### src/rtl/fifo_pkg.sv
// rtl/fifo_pkg.sv - shared defaults and pointer-width helper for the staging FIFO
package fifo_pkg;

  localparam int DEFAULT_DATA_WIDTH = 2;
  localparam int DEFAULT_DEPTH      = 8;

  function automatic int addr_width(input int depth);
    return $clog2(depth);
  endfunction

endpackage

### src/rtl/fifo_mem.sv
// rtl/fifo_mem.sv - register array with one write port and one registered read port
module fifo_mem
  import fifo_pkg::*;
#(
  parameter int DATA_WIDTH = DEFAULT_DATA_WIDTH,
  parameter int DEPTH      = DEFAULT_DEPTH,
  parameter int ADDR_WIDTH = addr_width(DEFAULT_DEPTH)
) (
  input  logic                  clock,
  input  logic                  reset,
  input  logic                  wr_en,
  input  logic [ADDR_WIDTH-1:0] wr_addr,
  input  logic [DATA_WIDTH-1:0] wr_data,
  input  logic                  rd_en,
  input  logic [ADDR_WIDTH-1:0] rd_addr,
  output logic [DATA_WIDTH-1:0] rd_data
);

  logic [DATA_WIDTH-1:0] mem [DEPTH];

  // storage is deliberately left out of reset; the pointers define what is valid
  always_ff @(posedge clock) begin
    if (wr_en) begin
      mem[wr_addr] <= wr_data;
    end
  end

  always_ff @(posedge clock) begin
    if (!reset) begin
      rd_data <= '0;
    end else if (rd_en) begin
      rd_data <= mem[rd_addr];
    end
  end

endmodule

### config.mk
export PLATFORM = sky130hd
export DESIGN_NAME = fifo_mem
export DESIGN_NICKNAME = d
export VERILOG_FILES = /design/src/rtl/fifo_pkg.sv /design/src/rtl/fifo_mem.sv
export SDC_FILE = /design/constraint.sdc
export NUM_CORES = 1
export LEC_CHECK = 0
export BUFFER_PORTS_ARGS = -buffer_cell sky130_fd_sc_hd__buf_2
export CAP_MARGIN = 0
export CORE_MARGIN = 1
export CORE_UTILIZATION = 46
export DETAILED_ROUTE_END_ITERATION = 12
export PLACE_DENSITY = 0.8
export SLEW_MARGIN = 40
export SYNTH_ARGS = -nofsm -noshare
export SYNTH_HDL_FRONTEND = slang
export SYNTH_SLANG_ARGS = --single-unit
### constraint.sdc
create_clock -name clock -period 1.2 [get_ports clock]
set_clock_uncertainty 0.2 [all_clocks]
set_input_delay 0.12 -clock clock [delete_from_list [all_inputs] [get_ports clock]]
set_output_delay 0.12 -clock clock [all_outputs]
set_load 0.005 [all_outputs]
==> metrics.cfg, run 1 <==
[worst_setup_path]
r2r_setup_slack_ns = -0.08
critPathSlowestCell = mux4_2
reg2reg_depth = 3
crit_buf_inv = 0
crit_required_ns = 1.22
cp-start-kind = flop
crit_family = multiplexers
cp_max_fo = 1
cp_cell_sequence = mux2i_1 -> mux4_2 -> a21oi_2
reg2reg_from = mem[6][1]
worst_ep_arrival_time_ns = 1.30
max_stage_delay_ns = 0.49
path_class = flop to flop
r2r_end = rd_data[1]
startpoint = mem[6][1]
cp-end-kind = flop

[routing]
final_antenna_net_count = 0
wl_per_cell_um = 14.1
via_per_inst = 5.25
drc = 0
vias = 436
wirelength_mm = 1.17
drt-initial-drc-count = 3
dr.pass1.iters = 4

[global_routing]
grt_max_degree = 11
grt_pass1_wl_mm = 1.92
grt_overflow = 0
grt_pass1_vias = 475
antenna_found_initial = 0
grt_use_total_pct = 14.8

[hold_path]
worstHoldEndpoint = mem[4][0]
worstHoldPathType = input pin to flop
whs_path_depth = 2
min_from = wr_addr[1]

[clock_network]
cts_tree = yes
clk_pin_slew_ns = 0.09
htreeDepth = 1
cts_made_buffers = 3
cts_hold_buffers = 4
numClockSinks = 18
clock_latency_ns = 0.28
cts_buffer_depth = 2
root_buffer = clkbuf_4

[placement]
hpwl_um = 856
pre_cts_ws_ns = -0.157
dpl_cell_area_sq_um = 817
port_buffers = 13
gp_congestion = 0.710

[floorplan]
coreArea_sq_um = 1510
rows = 14
dieArea_sq_um = 1760
die_x_um = 42.0
io_pins = 14
start_util_pct = 48.8
fp.dieH_um = 42.0

[timing]
fin_crit_ns = 1.28
max_slew_margin_pct = 81.3
fin_crit_sh_pct = 106
fmax_mhz = 783
hold_violations = 2
setup_violations = 2
worstMarginPinSlew_ns = 0.278
fin_ws_ns = -0.0770
slew_violations = 0
rsz0062_at_grt = true
worst_hold_slack_ns = -0.00178

[final_layout]
drive_gt1_share_pct = 29.9
final-seq-area_sq_um = 520
n_antenna_cell = 0
nFillCells = 121
area.growth.synth_to_final_pct = 20.6
multi_input_area_sq_um = 208
fin_area_sq_um = 887
finalNetCount = 80

[synth]
synth_nets = 58
synth.most_common_cell = edfxtp_1
synth_cells = 46
async_reset_ff_share_pct = 0
synth_area_leaders = edfxtp_1, mux2i_1, mux4_2, dfxtp_1, nor2_1
ys_types = 11
synth_area_sq_um = 736
yosys_register_bits = 18
syn_area_per_cell_sq_um = 16.0
ys.warnings.count = 0
ys_top_cells_by_count = edfxtp_1, mux2i_1, nor2_1
yosysTopAreaCellShare_pct = 65.3
ys_seq_area_share_pct = 70.7
synth-main-ff-cell = edfxtp_1
synth_edf_count = 16
yosys.area.top_type = edfxtp_1

[outcome]
outcome = complete, but fails checks
violations = negative hold slack, negative setup slack

[run]
drv_cap = 0

[power_and_ir_drop]
pwr_density_cell_nw_per_um2 = 1240
power.leakage_nw = 0.340
total_power_mw = 1.10
worst_ir_drop_vdd_uv = 719

[layer usage]
layer	routed length [um]	GRT usage (%)
met3	49	3.88
met4	0	3.87
met5	0	0
met2	626	26.9
met1	497	17.2
[sequential cells by signal, indices dropped and copies added, names as in the netlist]
signal / count
mem: 16
rd_data: 2
[layout make-up]
cell class              count  share of cell area [%]
well taps                  16                    2.26
clock buffers               3                    2.54
repair buffers             18                    12.7
multi-input cells          27                    23.4
clock inverters             1                   0.423
flip-flops and latches     18                    58.7
[layout by cell type (no fill, tap or decap), types with 2 or more instances in the layout]
| cell | synthesis | layout |
|---|---|---|
| nand2_1 | 2 | 2 |
| nor3_1 | 2 | 2 |
| buf_2 | 0 | 13 |
| nor2_1 | 6 | 6 |
| mux4_2 | 2 | 2 |
| dfxtp_1 | 2 | 2 |
| dlygate4sd3_1 | 0 | 4 |
| o21ai_0 | 2 | 2 |
| clkbuf_4 | 0 | 3 |
| mux2i_1 | 8 | 8 |
| edfxtp_1 | 16 | 16 |
| nand2b_1 | 3 | 3 |
[where the power goes]
group / switching, mW / internal, mW / total (mW)
clock network: 0.166 / 0.120 / 0.286
logic: 0.0501 / 0.0547 / 0.105
registers: 0.00682 / 0.705 / 0.712
[cells by family (layout without fill, tap and decap cells)]
family / count (synthesis) / in the layout / share of synthesized area [%]
flops: 18 / 18 / 70.7
simple gates: 13 / 13 / 7.99
mux: 10 / 10 / 17.0
compound gates: 4 / 4 / 2.72
buf+inv: 1 / 22 / 1.53
[stage by stage]
stage          hold WS, ns  utilization (%)  TNS [ns]  cells
4_1_cts           -0.00689             58.9    -0.169     83
3_3_place_gp         0.136             54.2    -0.270     75
2_1_floorplan      0.00936                -         0     46
5_1_grt           -0.00845             58.9    -0.287     83
3_5_place_dp         0.144             54.2    -0.347     75
6_report          -0.00178             58.9    -0.153     83
[worst max path at each step]
stage	to	slack, ns	cells after the start
2_1_floorplan	rd_data[0]	0.002	3
3_3_place_gp	rd_data[1]	-0.12	4
3_5_place_dp	rd_data[0]	-0.16	4
4_1_cts	rd_data[0]	-0.09	3
5_1_grt	rd_data[1]	-0.14	3
6_report	rd_data[1]	-0.08	3
[timing repair]
item,CTS,global route
endpoints found under the setup margin,2,2
pin swaps,2,0
resized for setup,1,0
endpoints found under the hold margin,20,2
buffers inserted,0,0
Note: power is estimated with default switching activity, not from simulation.
==> run 2, diff against run 1 <==
--- a/config.mk
+++ b/config.mk
@@ -5,10 +5,11 @@
 export SDC_FILE = /design/constraint.sdc
 export NUM_CORES = 1
 export LEC_CHECK = 0
+export ABC_AREA = 1
 export BUFFER_PORTS_ARGS = -buffer_cell sky130_fd_sc_hd__buf_2
 export CAP_MARGIN = 0
 export CORE_MARGIN = 1
-export CORE_UTILIZATION = 46
+export CORE_UTILIZATION = 47
 export DETAILED_ROUTE_END_ITERATION = 12
 export PLACE_DENSITY = 0.8
 export SLEW_MARGIN = 40
==> run 2 against run 1 <==
Against the previous run: the run ends with design-rule violations left; synthesized area up 13%; power rose by 9.4%; sequential cell count did not move; combinational power up 18%; cell count grew 52%; synthesized cell count increased by 93%; sequential power about the same; routed wire length rose by 22%; hold slack better by 0.052 ns; clock-buffer cell count is 1 higher; largest cell class unchanged; largest power group unchanged; highest routed layer is now met4.
==> metrics.cfg, run 2 <==
[synth]
synth.most_common_cell = nand2_1  ; was edfxtp_1
synth_area_sq_um = 828  ; was 736 sq um
ys_seq_area_share_pct = 62.8  ; was 70.7%
synth_area_leaders = edfxtp_1, nand2_1, nand3_1, inv_1, dfxtp_1  ; was edfxtp_1, mux2i_1, mux4_2, dfxtp_1, nor2_1
ys_top_cells_by_count = nand2_1, edfxtp_1, inv_1  ; was edfxtp_1, mux2i_1, nor2_1
synth-main-ff-cell = edfxtp_1  ; unchanged
synth_cells = 89  ; was 46
synth_nets = 101  ; was 58
yosysTopAreaCellShare_pct = 58.0  ; was 65.3%
synth_edf_count = 16  ; unchanged
ys_types = 13  ; was 11
yosys_register_bits = 18  ; unchanged
syn_area_per_cell_sq_um = 9.31  ; was 16.0 sq um
async_reset_ff_share_pct = 0  ; unchanged
ys.warnings.count = 0  ; unchanged
yosys.area.top_type = edfxtp_1  ; unchanged

[timing]
setup_violations = 0  ; was 2
hold_violations = 0  ; was 2
fin_crit_sh_pct = 90.3  ; was 106%
max_slew_margin_pct = 83.5  ; was 81.3%
worst_hold_slack_ns = 0.0504  ; was -0.00178 ns
final.setup.tns_ns = 0  ; was -0.153 ns
fmax_mhz = 923  ; was 783 MHz
worstMarginPinSlew_ns = 0.246  ; was 0.278 ns
fin_crit_ns = 1.08  ; was 1.28 ns
slew_violations = 0  ; unchanged
rsz0062_at_grt = false  ; was true
fin_ws_ns = 0.117  ; was -0.0770 ns

[routing]
dr.pass1.iters = 8  ; was 4
vias = 604  ; was 436
drt-initial-drc-count = 9  ; was 3
route.layer.met1.wl_um = 668  ; was 497 um
final_antenna_net_count = 0  ; unchanged
via_per_inst = 4.79  ; was 5.25
wl_met2_um = 706  ; was 626 um
met3WireLength_um = 41  ; was 49 um
drc = 2  ; was 0
wirelength_mm = 1.44  ; was 1.17 mm
highest_layer = met4  ; was met3
wl_per_cell_um = 11.4  ; was 14.1 um

[final_layout]
drive_gt1_share_pct = 25.5  ; was 29.9%
multi_input_area_sq_um = 209  ; was 208 sq um
area.growth.synth_to_final_pct = 19.3  ; was 20.6%
fin_area_sq_um = 988  ; was 887 sq um
regMostFlops = mem  ; unchanged
nFillCells = 137  ; was 121
n_antenna_cell = 0  ; unchanged
final-seq-area_sq_um = 520  ; unchanged
final_cell_mix = nand2_1, edfxtp_1, inv_1  ; was edfxtp_1, buf_2, mux2i_1
mostFrequentLayoutCell = nand2_1  ; was edfxtp_1
largest_reg_flops = 16  ; unchanged
finalNetCount = 123  ; was 80
reg_top3 = mem x16, rd_data x2  ; unchanged

[hold_path]
worstHoldEndpoint = rd_data[1]  ; was mem[4][0]
worstHoldPathType = input pin to flop  ; unchanged
min_from = rd_addr[1]  ; was wr_addr[1]
whs_path_depth = 5  ; was 2

[placement]
dpl_cell_area_sq_um = 902  ; was 817 sq um
gp_congestion = 0.749  ; was 0.710
pre_cts_ws_ns = 0.105  ; was -0.157 ns
port_buffers = 13  ; unchanged
hpwl_mm = 1.05  ; was 856 um

[worst_setup_path]
cp_max_fo = 1  ; unchanged
crit_family = flip-flops  ; was multiplexers
worst_ep_arrival_time_ns = 1.07  ; was 1.30 ns
reg2reg_depth = 6  ; was 3
reg2reg_from = mem[0][0]  ; was mem[6][1]
max_stage_delay_ns = 0.41  ; was 0.49 ns
crit_buf_inv = 1  ; was 0
r2r_setup_slack_ns = 0.12  ; was -0.08 ns
cp-start-kind = flop  ; unchanged
cp-end-kind = flop  ; unchanged
cp_cell_sequence = inv_2 -> nand2_1 -> nand3_1 -> nand3_1 -> nand2_1 -> a21oi_2  ; was mux2i_1 -> mux4_2 -> a21oi_2
crit_required_ns = 1.19  ; was 1.22 ns
critPathSlowestCell = edfxtp_1  ; was mux4_2
r2r_end = rd_data[0]  ; was rd_data[1]
path_class = flop to flop  ; unchanged

[floorplan]
rows = 14  ; unchanged
fp.dieH_um = 44.0  ; was 42.0 um
die_x_um = 44.0  ; was 42.0 um
coreArea_sq_um = 1580  ; was 1510 sq um
dieArea_sq_um = 1930  ; was 1760 sq um
start_util_pct = 52.5  ; was 48.8%
io_pins = 14  ; unchanged

[outcome]
violations = design-rule violations  ; was negative hold slack, negative setup slack
outcome = complete, but fails checks  ; unchanged

[global_routing]
grt_use_total_pct = 17.6  ; was 14.8%
antenna_found_initial = 0  ; unchanged
grt_max_degree = 11  ; unchanged
grt_overflow = 0  ; unchanged
grt_pass1_vias = 589  ; was 475
grt_pass1_wl_mm = 2.39  ; was 1.92 mm

[clock_network]
clk_pin_slew_ns = 0.10  ; was 0.09 ns
htreeDepth = 1  ; unchanged
root_buffer = clkbuf_4  ; unchanged
cts_buffer_depth = 2  ; unchanged
cts_made_buffers = 3  ; unchanged
clock_latency_ns = 0.29  ; was 0.28 ns
cts_tree = yes  ; unchanged
numClockSinks = 18  ; unchanged

[run]
drv_cap = 0  ; unchanged

[power_and_ir_drop]
power.leakage_nw = 0.465  ; was 0.340 nW
pwr_density_cell_nw_per_um2 = 1220  ; was 1240 nW/um^2
worst_ir_drop_vdd_uv = 737  ; was 719 uV

run 2: cell count changes after synthesis, moves of 3 or more:
| cell | change |
|---|---|
| nand3_1 | +12 |
| mux2i_1 | -8 |
| inv_2 | +7 |
| inv_1 | +14 |
| nand2b_1 | -3 |
| nand2_1 | +20 |
run 2: routing by layer:
metal  up-vias  global-route usage (%)
li1        319                       -
met1       269                    21.5
met5         -                       0
met4         0                    10.9
met2        14                    30.1
met3         2                    1.25
run 2: how the worst max path moves through the flow:
stage                from    endpoint  slack (ns)  cells past startpoint
2_1_floorplan   mem[0][0]  rd_data[0]        0.20                      6
3_3_place_gp    mem[1][1]  rd_data[1]        0.15                      6
3_5_place_dp   wr_addr[0]   mem[6][0]        0.11                      4
4_1_cts         mem[5][1]  rd_data[1]        0.12                      6
5_1_grt         mem[0][0]  rd_data[0]        0.03                      6
6_report        mem[0][0]  rd_data[0]        0.12                      6
run 2: layout make-up:
class	instances	area share, %
Sequential cell	18	52.7
Inverter	22	8.86
Timing Repair Buffer	18	11.6
Clock buffer	4	3.67
Multi-Input combinational cell	48	21.1
Tap cell	16	2.03
run 2: report_power, final:
group	total (mW)	switching [mW]	internal, mW	leakage, nW
clock network	0.371	0.186	0.185	0.0210
registers	0.712	0.00682	0.705	0.162
logic	0.124	0.0718	0.0524	0.282
total	1.21	0.265	0.942	0.465
run 2: through the flow:
stage | cells | power, mW | util, %
after floorplan | 89 | 0.792 | -
after global placement | 117 | 0.833 | 57.2
after detailed placement | 117 | 0.838 | 57.2
after CTS | 126 | 1.21 | 62.7
after global routing | 126 | 1.26 | 62.7
final | 126 | 1.21 | 62.7
run 2: timing repair:
action,4_1_cts,5_1_grt
endpoints found under the hold margin,18,0
hold buffers,5,0
buffers inserted,0,0
gates resized for setup,0,0
setup endpoints to repair,0,0
run 2: kinds of logic (layout without fill, tap and decap cells):
kind of cell	after synthesis	in the layout	share of synthesized area (%)
DFF	18	18	62.8
AOI/OAI and AO/OA	4	4	2.87
buffers and inverters	23	44	11.9
and+or+nand+nor	44	44	22.4
run 2: worst reg2reg max path, stage by stage (launching register included):
cell,delay [ns]
edfxtp_1,0.41
inv_2,0.06
nand2_1,0.05
nand3_1,0.06
nand3_1,0.08
nand2_1,0.09
a21oi_2,0.05
